==> src/rtl/reg_wb_arbiter.sv <==
// Register-file writeback arbiter: pipeline port A (zero latency) shares the write
// port with a buffered multi-cycle port B; a starvation counter forces B after STARVE_LIMIT.
module reg_wb_arbiter #(
    parameter int DEPTH        = 4,
    parameter int STARVE_LIMIT = 4
) (
    input  logic        clk,
    input  logic        rst,
    input  logic        a_valid,
    input  logic [4:0]  a_addr,
    input  logic [31:0] a_data,
    input  logic        a_link,
    output logic        a_stall,
    input  logic        b_valid,
    output logic        b_ready,
    input  logic [4:0]  b_addr,
    input  logic [31:0] b_data,
    output logic        rf_wr_en,
    output logic        rf_jal,
    output logic [4:0]  rf_wr_addr,
    output logic [31:0] rf_wr_data,
    output logic [31:0] rf_link_addr,
    input  logic [4:0]  chk_addr0,
    input  logic [4:0]  chk_addr1,
    output logic        hazard0,
    output logic        hazard1
);
    localparam int PW = $clog2(DEPTH);
    localparam int CW = PW + 1;
    localparam int SW = $clog2(STARVE_LIMIT + 1);

    typedef struct packed {
        logic [4:0]  addr;
        logic [31:0] data;
    } entry_t;

    typedef enum logic { ST_NORMAL = 1'b0, ST_FORCE = 1'b1 } state_t;

    entry_t [DEPTH-1:0] mem;
    logic [PW-1:0]      wr_ptr, rd_ptr;
    logic [CW-1:0]      count;
    logic [SW-1:0]      cnt;
    state_t             state;

    logic   empty, full, a_eff, force_b, grant_a, grant_b, push;
    entry_t head;

    assign empty   = (count == '0);
    assign full    = (count == CW'(DEPTH));
    assign a_eff   = a_valid & (a_link | (a_addr != 5'd0));
    assign force_b = (state == ST_FORCE) & ~empty;
    assign grant_b = rst & ~empty & (force_b | ~a_eff);
    assign grant_a = rst & a_eff & ~force_b;
    assign a_stall = rst & a_eff & force_b;
    assign b_ready = rst & ~full;
    // r0 writes from B are swallowed at the door so they never occupy a slot
    assign push    = b_valid & b_ready & (b_addr != 5'd0);
    assign head    = mem[rd_ptr];

    always_comb begin
        rf_wr_en     = 1'b0;
        rf_jal       = 1'b0;
        rf_wr_addr   = 5'd0;
        rf_wr_data   = 32'd0;
        rf_link_addr = 32'd0;
        if (grant_a) begin
            rf_wr_en     = 1'b1;
            rf_jal       = a_link;
            rf_wr_addr   = a_addr;
            rf_wr_data   = a_data;
            rf_link_addr = a_data;
        end else if (grant_b) begin
            rf_wr_en   = 1'b1;
            rf_wr_addr = head.addr;
            rf_wr_data = head.data;
        end
    end

    always_ff @(posedge clk or negedge rst) begin
        if (!rst) begin
            wr_ptr <= '0;
            rd_ptr <= '0;
            count  <= '0;
            cnt    <= '0;
            state  <= ST_NORMAL;
        end else begin
            if (push)    wr_ptr <= wr_ptr + PW'(1);
            if (grant_b) rd_ptr <= rd_ptr + PW'(1);
            count <= count + CW'(push) - CW'(grant_b);
            if (grant_b || empty) begin
                cnt   <= '0;
                state <= ST_NORMAL;
            end else if (grant_a) begin
                cnt <= cnt + SW'(1);
                if (cnt + SW'(1) == SW'(STARVE_LIMIT)) state <= ST_FORCE;
            end
        end
    end

    // Payload storage needs no reset: slot liveness comes from rd_ptr/count.
    always_ff @(posedge clk) begin
        if (push) mem[wr_ptr] <= {b_addr, b_data};
    end

    logic [DEPTH-1:0] hit0, hit1;

    for (genvar i = 0; i < DEPTH; i++) begin : g_slot
        logic [PW-1:0] off;
        logic          live;
        assign off     = PW'(i) - rd_ptr;
        assign live    = ({1'b0, off} < count);
        assign hit0[i] = live & (mem[i].addr == chk_addr0);
        assign hit1[i] = live & (mem[i].addr == chk_addr1);
    end

    assign hazard0 = rst & (chk_addr0 != 5'd0) & (|hit0);
    assign hazard1 = rst & (chk_addr1 != 5'd0) & (|hit1);

endmodule
==> config.mk <==
export PLATFORM = sky130hd
export DESIGN_NAME = reg_wb_arbiter
export DESIGN_NICKNAME = d
export VERILOG_FILES = /design/src/rtl/reg_wb_arbiter.sv
export SDC_FILE = /design/constraint.sdc
export NUM_CORES = 1
export LEC_CHECK = 0
export CAP_MARGIN = 20
export CORE_AREA = 2 2 137 126
export CTS_BUF_LIST = sky130_fd_sc_hd__clkbuf_4 sky130_fd_sc_hd__clkbuf_8 sky130_fd_sc_hd__clkbuf_16
export DETAILED_ROUTE_END_ITERATION = 8
export DIE_AREA = 0 0 139 128
export PLACE_DENSITY = 0.79
export REMOVE_ABC_BUFFERS = 1
export SYNTH_ARGS = -nofsm -noshare
export SYNTH_HDL_FRONTEND = slang
export SYNTH_SLANG_ARGS = --single-unit
==> constraint.sdc <==
create_clock -name clk -period 2.81 [get_ports clk]
set_input_delay 0.562 -clock clk [delete_from_list [all_inputs] [get_ports clk]]
set_output_delay 0.562 -clock clk [all_outputs]
set_load 0.02 [all_outputs]
Word-level counts from Yosys, hierarchy flattened
Index checks and enable logic that the tools add are counted.
Word-level totals
  flip-flop bits (word level): 159
  input port bits: 89
  output and inout port bits: 75
Operators by class
  add/subtract/negate cells: 9
  magnitude comparators: 7
  equality and inequality tests: 10
  muxes and demuxes: 18
  bitwise operators: 28
  reduce and logical (&&, ||, !) cells: 12
Operator list (number)
  bitwise mux 148 bit: 1
  2-to-1 mux 32 bit: 3
  binary-select mux 37 bit (select 2 bit): 1
  demux 37 bit (select 2 bit): 1
  2-to-1 mux 37 bit: 2
  == test 5 bit: 8
  bitwise AND 1 bit: 22
  nonzero test 5 bit: 4
  < comparator 2 x 3 -> 1 bit: 4
  2-to-1 mux 5 bit: 2
  OR reduction 4 bit: 2
  == test 3 bit (second input constant): 2
  < comparator 2 x 3 -> 1 bit (second input constant): 2
  2-to-1 mux 1 bit: 6
  2-to-1 mux 3 bit: 2
  adder 2 x 1 -> 2 bit (second input constant): 2
  inverter 1 bit: 4
  nonzero test 2 bit: 2
  subtractor 1 x 2 -> 2 bit (first input constant): 2
  subtractor 2 bit (first input constant): 2
  adder 3 x 1 -> 3 bit: 1
  adder 3 x 1 -> 3 bit (second input constant): 1
  zero test 3 bit: 1
  subtractor 3 x 1 -> 3 bit: 1
  5 further kinds: 6

Longest topological paths before layout
Gate-level depths: netlist of run 1.
  depth in word-level cells: 9
  depth in mapped cells: 11

Worst setup path after synthesis of run 1
Ideal clock, no wire load.
  path kind: input to register
  from: input rst
  to: register mem[0] (netlist name) (enable)
  setup time: 0.398 ns
  arrival time: 2.423 ns
  data required time: 2.412 ns
  slack: -0.011 ns
  stages on the path: 3
  buffers on the path: 0
  cell sequence: a21boi_0 o211a_1 and2_1
On the way
  cells in the longest elaborated chain, start to end: 3
Ends and longest elaborated chain
  start, declared: line 8  | input logic rst,
  bitwise AND 1 bit: line 55  | assign b_ready = rst & ~full;
  bitwise AND 1 bit (2 in series): line 57  | assign push = b_valid & b_ready & (b_addr != 5'd0);
  end signal, assigned by index: line 102  | if (push) mem[wr_ptr] <= {b_addr, b_data};
  end, declared: line 39  | entry_t [DEPTH-1:0] mem;
Every way passes these cells.
A chain may end at the register's enable or synchronous reset.

Final worst setup path of run 1
  from: input a_link
  to: output rf_wr_data[11]
On the way
  cells in the longest elaborated chain, start to end: 7
Ends and longest elaborated chain
  start, declared: line 12  | input logic a_link,
  OR 1 bit (*): line 50  | assign a_eff = a_valid & (a_link | (a_addr != 5'd0));
  bitwise AND 1 bit (*): line 50
  inverter 1 bit: line 52  | assign grant_b = rst & ~empty & (force_b | ~a_eff);
  OR 1 bit: line 52
  bitwise AND 1 bit: line 52
  2-to-1 mux 32 bit: line 72  | end else if (grant_b) begin
  2-to-1 mux 32 bit (*): line 66  | if (grant_a) begin
  end, declared: line 21  | output logic [31:0] rf_wr_data,
Every way passes the cells marked *; elsewhere a longest branch is shown, timed or not.

==> results.md, run 1 <==
* WL final at 18,100 um
* Yosys cell types at 42
* Worst min path class: flip-flop to flip-flop
* IO buf count at 163
* Post-synth EDFFs at 148
* Peak per-stage delay on the critical path at 0.56 ns
* IO Count at 164
* Syn Inst Count at 430
* Crit path kind: input pin to output pin
* Critical Path Most Common Cell: buf_6
* Iteration-0 DRC Markers at 358
* Routed wire per std cell at 21.0 um
* Minimum clock period at 2.89 ns
* Area leader, netlist: edfxtp_1
* Clk slew on worst S/H paths at 0.06 ns
* Vias in the first global route at 4,800
* Final design utilization at 0.625
* Dominant cells by area after synthesis: edfxtp_1 (61%), mux4_2 (11%), dfrtp_1 (3.8%)
* Total CTS buffers at 17
* Core area at 16,400 um2
* Synth Cell Area at 7270 um2
* Setup violators final at 35
* Most common cell in the netlist: edfxtp_1
* GRT Residual Overflow at 0
* # rows at 45
* Flops & latches, synth at 159
* Measured slew at the worst slew-check pin at 0.502 ns
* Maximum VDD drop at 0.586 mV
* NumNets Final at 741
* CTS tree: done
* Ys flop type: edfxtp_1
* CP arrival at 2.33 ns
* Largest net degree at the start of global routing at 43
* Placed inst area at 9480 um2
* Asr flop ratio synth at 0.0692
* Clk Latency, worst-skew pair at 0.42 ns
* Final WS setup at -0.0810 ns
* Post-DR vias/cell at 5.32
* CP max FO at 6
* Setup slack, reg-to-reg at 0.18 ns
* Total track usage at 0.213
* DR vias at 4,583
* CTS sink count at 159
* Final slew viol count at 0
* Setup Skew at 0.00999 ns
* Initial Util at 0.442
* Clock tree buffer depth at 2
* Pleak at 4.05 nW
* Setup TNS at -1.73 ns
* Failing checks: setup timing
* Die width at 139 um
* Drt drc at 0
* Placed insts at 816
* Commonest cells in the netlist: edfxtp_1 (148), mux4_2 (37), a21o_1 (32)
* Worst slew margin at 0.666
* Detail Route Antenna Nets at 0
* Crit path cell chain: buf_6 -> or4_4 -> o311ai_4 -> buf_6 -> a21oi_4 -> and2_4 -> a21o_1 -> buf_6
* CP Launch Type: input pin
* Fmax at 0.346 GHz
* Dpl ws at -0.954 ns
* Placer congestion estimate at 0.806
* Syn. warnings at 0
* Share of layout cells above drive strength 1 at 0.389
* Crit end category: output pin
* Avg Cell Area, Syn at 16.9 um2
* Post-DP HPWL at 11,100 um
* Register area share after synthesis at 0.649
* CP required at 2.25 ns
* Final Non-Filler Cells at 862
* Die Height at 128 um
* CP max-delay cell: or4_4
* Final Hold Viols at 0
* Area growth from synthesis to layout at 41.2%
* Design Area, Final at 10,300 um2
* Final worst-path cycle share at 1.03
* Max Cap Viol at 0
* RSZ-0062 raised after global routing: true
* First-pass GRT wire length at 28,200 um
* CTS H-tree lvls at 4
* Drt pass-1 iters at 5
* Root buf cell: clkbuf_16
* Initial antenna violation count at 0
* Status: finished with violations
* Yosys top cell area share at 0.611
* Inserted Diodes at 0
* Die area at 17,800 um2
* Power per cell area at 803 nW/um2
[layer usage]
layer / GRT usage / share of wire / vias up
met1: 0.283 / 0.42 / 2288
met5: 0 / 0 / -
met4: 0.0576 / 0.012 / 0
li1: - / - / 2087
met3: 0.0643 / 0.075 / 19
met2: 0.344 / 0.49 / 189
[final timing paths]
| check | depth (start not counted) | to | startpoint |
|---|---|---|---|
| worst max-delay path | 8 | rf_wr_data[11] | a_link |
| worst min-delay path | 2 | cnt[2] | cnt[2] |
| worst max register to register | 10 | count[2] | count[1] |
| worst min register to register | 2 | cnt[2] | cnt[2] |
| max in group asynchronous | 2 | rd_ptr[1] | rst |
| min in group asynchronous | 2 | state | rst |
[cells in the final DEF, fill, tap and decap left out, types with 5 or more instances in the layout]
| cell type | synthesis | final |
|---|---|---|
| edfxtp_1 | 148 | 148 |
| clkdlybuf4s50_1 | 0 | 80 |
| buf_6 | 3 | 48 |
| mux4_2 | 37 | 37 |
| and2_4 | 20 | 32 |
| a21o_1 | 32 | 32 |
| buf_2 | 4 | 32 |
| buf_4 | 4 | 32 |
| xor2_1 | 27 | 27 |
| xnor2_1 | 19 | 19 |
| clkbuf_16 | 0 | 17 |
| ha_1 | 12 | 12 |
| buf_12 | 0 | 12 |
| nor3_1 | 11 | 11 |
| inv_1 | 9 | 8 |
| a21oi_4 | 0 | 8 |
| dfrtp_1 | 11 | 8 |
| nand2_1 | 6 | 6 |
| a22o_1 | 6 | 6 |
| nand3_1 | 6 | 6 |
| nor2_1 | 6 | 5 |
[timing repair]
item / CTS / global route
resized for setup: 415 / 24
endpoints found under the setup margin: 77 / 56
hold buffers: 0 / 0
setup buffers: 4 / 4
gates cloned: 7 / 0
pin swaps: 42 / 7
[worst max-delay path, delay by kind of cell]
kind | cells | cell delay, ns
AND/OR/NAND/NOR | 2 | 0.75
buffers and inverters | 3 | 0.45
AO/OA/AOI/OAI | 3 | 0.56
[power by group]
| part | leakage [nW] | switching (mW) | internal, mW |
|---|---|---|---|
| Clock | 0.300 | 0.913 | 1.52 |
| Combinational | 2.27 | 1.38 | 1.42 |
| Sequential | 1.47 | 0.119 | 2.89 |
[sequential cells by signal, indices dropped and copies added (netlist names)]
signal / cells
state: 1
rd_ptr: 2
cnt: 3
count: 3
wr_ptr: 2
mem: 148
[layout make-up]
cell class | instances | area (um2)
Clock inverter | 11 | 180
Multi-Input combinational cell | 240 | 2550
Fill cell | 1183 | 6170
Timing Repair Buffer | 212 | 2060
Tap cell | 211 | 264
Inverter | 9 | 36.3
Sequential cell | 159 | 4720
Clock buffer | 20 | 448
[per-stage QoR]
stage / power (mW) / hold WS [ns]
floorplan: 4.62 / 0.266
detailed placement: 5.68 / 0.530
global route: 8.64 / 0.556
global placement: 5.62 / 0.464
finish: 8.25 / 0.542
CTS: 8.24 / 0.547
[kinds of logic after synthesis]
group,after synthesis,share of synthesized area
AOI/OAI and AO/OA,58,0.0625
xor gates and xnor gates,46,0.0554
adders and majority gates,13,0.0234
buffers and inverters,38,0.0255
DFF,159,0.649
muxes,38,0.116
and+or+nand+nor,78,0.0681
(Power assumes the default switching activity.)
==> inputs of run 2 (changes only) <==
--- a/config.mk
+++ b/config.mk
@@ -11,7 +11,7 @@
 export DETAILED_ROUTE_END_ITERATION = 8
 export DIE_AREA = 0 0 139 128
 export PLACE_DENSITY = 0.79
-export REMOVE_ABC_BUFFERS = 1
+export SLEW_MARGIN = 25
 export SYNTH_ARGS = -nofsm -noshare
 export SYNTH_HDL_FRONTEND = slang
 export SYNTH_SLANG_ARGS = --single-unit
==> run 2 against run 1 <==
Effect of this change:
- clock power is essentially flat
- sequential power is essentially flat
- wire length shrank 1.6%
- final cell count grew 1.9%
- the flow still finishes with violations (setup timing)
- critical endpoint is now rf_wr_data[30]
- core utilization grew 0.55 points
- largest power group unchanged
==> results.md, run 2 (synthesis results as in run 1) <==
* Setup TNS at -2.27 ns
* Final Hold Viols at 0
* IO Count at 164
* Minimum clock period at 2.90 ns
* Placed insts at 820
* Setup violators final at 38
* Initial Util at 0.442
* Max Cap Viol at 0
* Largest net degree at the start of global routing at 39
* Biggest regs: mem (148), cnt (3), count (3)
* Buffers & Inverters on Critical Path at 5
* WL final at 17,800 um
* Final worst-path cycle share at 1.03
* Measured slew at the worst slew-check pin at 0.591 ns
* Maximum VDD drop at 0.480 mV
* Crit path cell chain: buf_6 -> or4_4 -> buf_6 -> o31ai_4 -> o21ba_4 -> buf_12 -> buf_12 -> a21o_1 -> buf_6
* R2R cell count at 11
* Die Height at 128 um
* NumNets Final at 755
* Final Non-Filler Cells at 878
* Core area at 16,400 um2
* CP Launch Type: input pin
* Routed wire per std cell at 20.3 um
* Total CTS buffers at 17
* Syn_nets at 532
* Iteration-0 DRC Markers at 322
* CTS H-tree lvls at 4
* Detail Route Antenna Nets at 0
* Die width at 139 um
* Setup slack, reg-to-reg at 0.08 ns
* Largest register by flop count: mem
* CP arrival at 2.34 ns
* Status: finished with violations
* Initial antenna violation count at 2
* Worst min path class: input pin to asynchronous set/reset pin
* Max FFs per register at 148
* DR vias at 4,618
* Final WS setup at -0.0912 ns
* CP max-delay cell: or4_4
* Clk slew on worst S/H paths at 0.06 ns
* Final slew viol count at 0
* CTS tree: done
* Peak per-stage delay on the critical path at 0.56 ns
* CP required at 2.25 ns
* IO buf count at 163
* RSZ-0062 raised after global routing: true
* CTS sink count at 159
* R2r endpoint: count[2]
* Drt drc at 0
* Die area at 17,800 um2
* Worst slew margin at 0.606
* Area growth from synthesis to layout at 42.4%
* Crit end category: output pin
* Clk Latency, worst-skew pair at 0.42 ns
* Vias in the first global route at 4,826
* # rows at 45
* Share of layout cells above drive strength 1 at 0.408
* Total track usage at 0.206
* Post-DP HPWL at 10,900 um
* Power per cell area at 799 nW/um2
* GRT Residual Overflow at 0
* Setup Skew at 0.00755 ns
* Drt pass-1 iters at 4
* Fmax at 0.345 GHz
* Root buf cell: clkbuf_16
* Placer congestion estimate at 0.891
* CP max FO at 7
* Failing checks: setup timing
* Crit-path leading delay family: buffers and inverters
* Reg2reg start: count[1]
* Post-DR vias/cell at 5.26
* Crit path kind: input pin to output pin
* First-pass GRT wire length at 27,200 um
* Most frequent cells in the layout: edfxtp_1 (148), clkdlybuf4s50_1 (80), buf_4 (55)
* Commonest non-fill, non-tap cell in the layout: edfxtp_1
* Critical Path Most Common Cell: buf_6
* Clock tree buffer depth at 2
* Pleak at 4.13 nW
## run 2: changes by cell type in the layout (fill, tap and decap cells not counted), moves of 2 or more
cell      change
a21oi_4       -4
buf_6        -11
buf_2         +4
buf_4        +23
inv_6         +2
clkinv_2      +2
buf_16        +3
clkbuf_4      -3
## run 2: area by class of cell
type | count | area [um2]
flip-flops and latches | 159 | 4720
clock inverters | 15 | 208
inverters | 9 | 36.3
diodes | 1 | 2.50
clock buffers | 17 | 425
fillers | 1186 | 6080
well taps | 211 | 264
multi-input cells | 237 | 2520
repair buffers | 229 | 2180
## run 2: worst max-delay path by stage
stage / depth (start not counted) / endpoint / start
finish: 9 / rf_wr_data[30] / a_addr[3]
global route: 9 / rf_wr_data[30] / a_addr[3]
CTS: 8 / rf_wr_data[7] / a_addr[2]
detailed placement: 7 / rf_wr_data[30] / a_addr[3]
global placement: 7 / rf_wr_data[11] / a_addr[2]
floorplan: 10 / count[2] / a_addr[2]
## run 2: what timing repair did
action / in CTS / in global routing
gates cloned: 8 / 0
setup endpoints to repair: 77 / 56
buffers inserted: 10 / 7
hold buffers: 0 / 0
gates resized for setup: 410 / 17
pin swaps: 48 / 19
## run 2: metal layers
metal | vias up | part of all wire | track usage
met5 | - | 0.00073 | 0
met4 | 2 | 0.012 | 0.0636
met3 | 21 | 0.082 | 0.0538
met2 | 191 | 0.50 | 0.348
met1 | 2283 | 0.40 | 0.265
li1 | 2121 | - | -
## run 2: where the power goes
group,internal (mW),leakage [nW],switching (mW)
clock,1.50,0.303,0.941
combinational,1.43,2.35,1.39
sequential,2.89,1.48,0.114
## run 2: through the flow
| stage | utilization | area [um2] | hold WS [ns] | worst slack [ns] | power [mW] |
|---|---|---|---|---|---|
| floorplan | - | 7280 | 0.266 | 0.0829 | 4.66 |
| global placement | 0.576 | 9470 | 0.466 | -0.850 | 5.64 |
| detailed placement | 0.576 | 9470 | 0.490 | -0.951 | 5.71 |
| CTS | 0.624 | 10300 | 0.503 | -0.152 | 8.28 |
| global route | 0.630 | 10400 | 0.182 | -0.166 | 8.64 |
| finish | 0.630 | 10400 | 0.170 | -0.0912 | 8.28 |
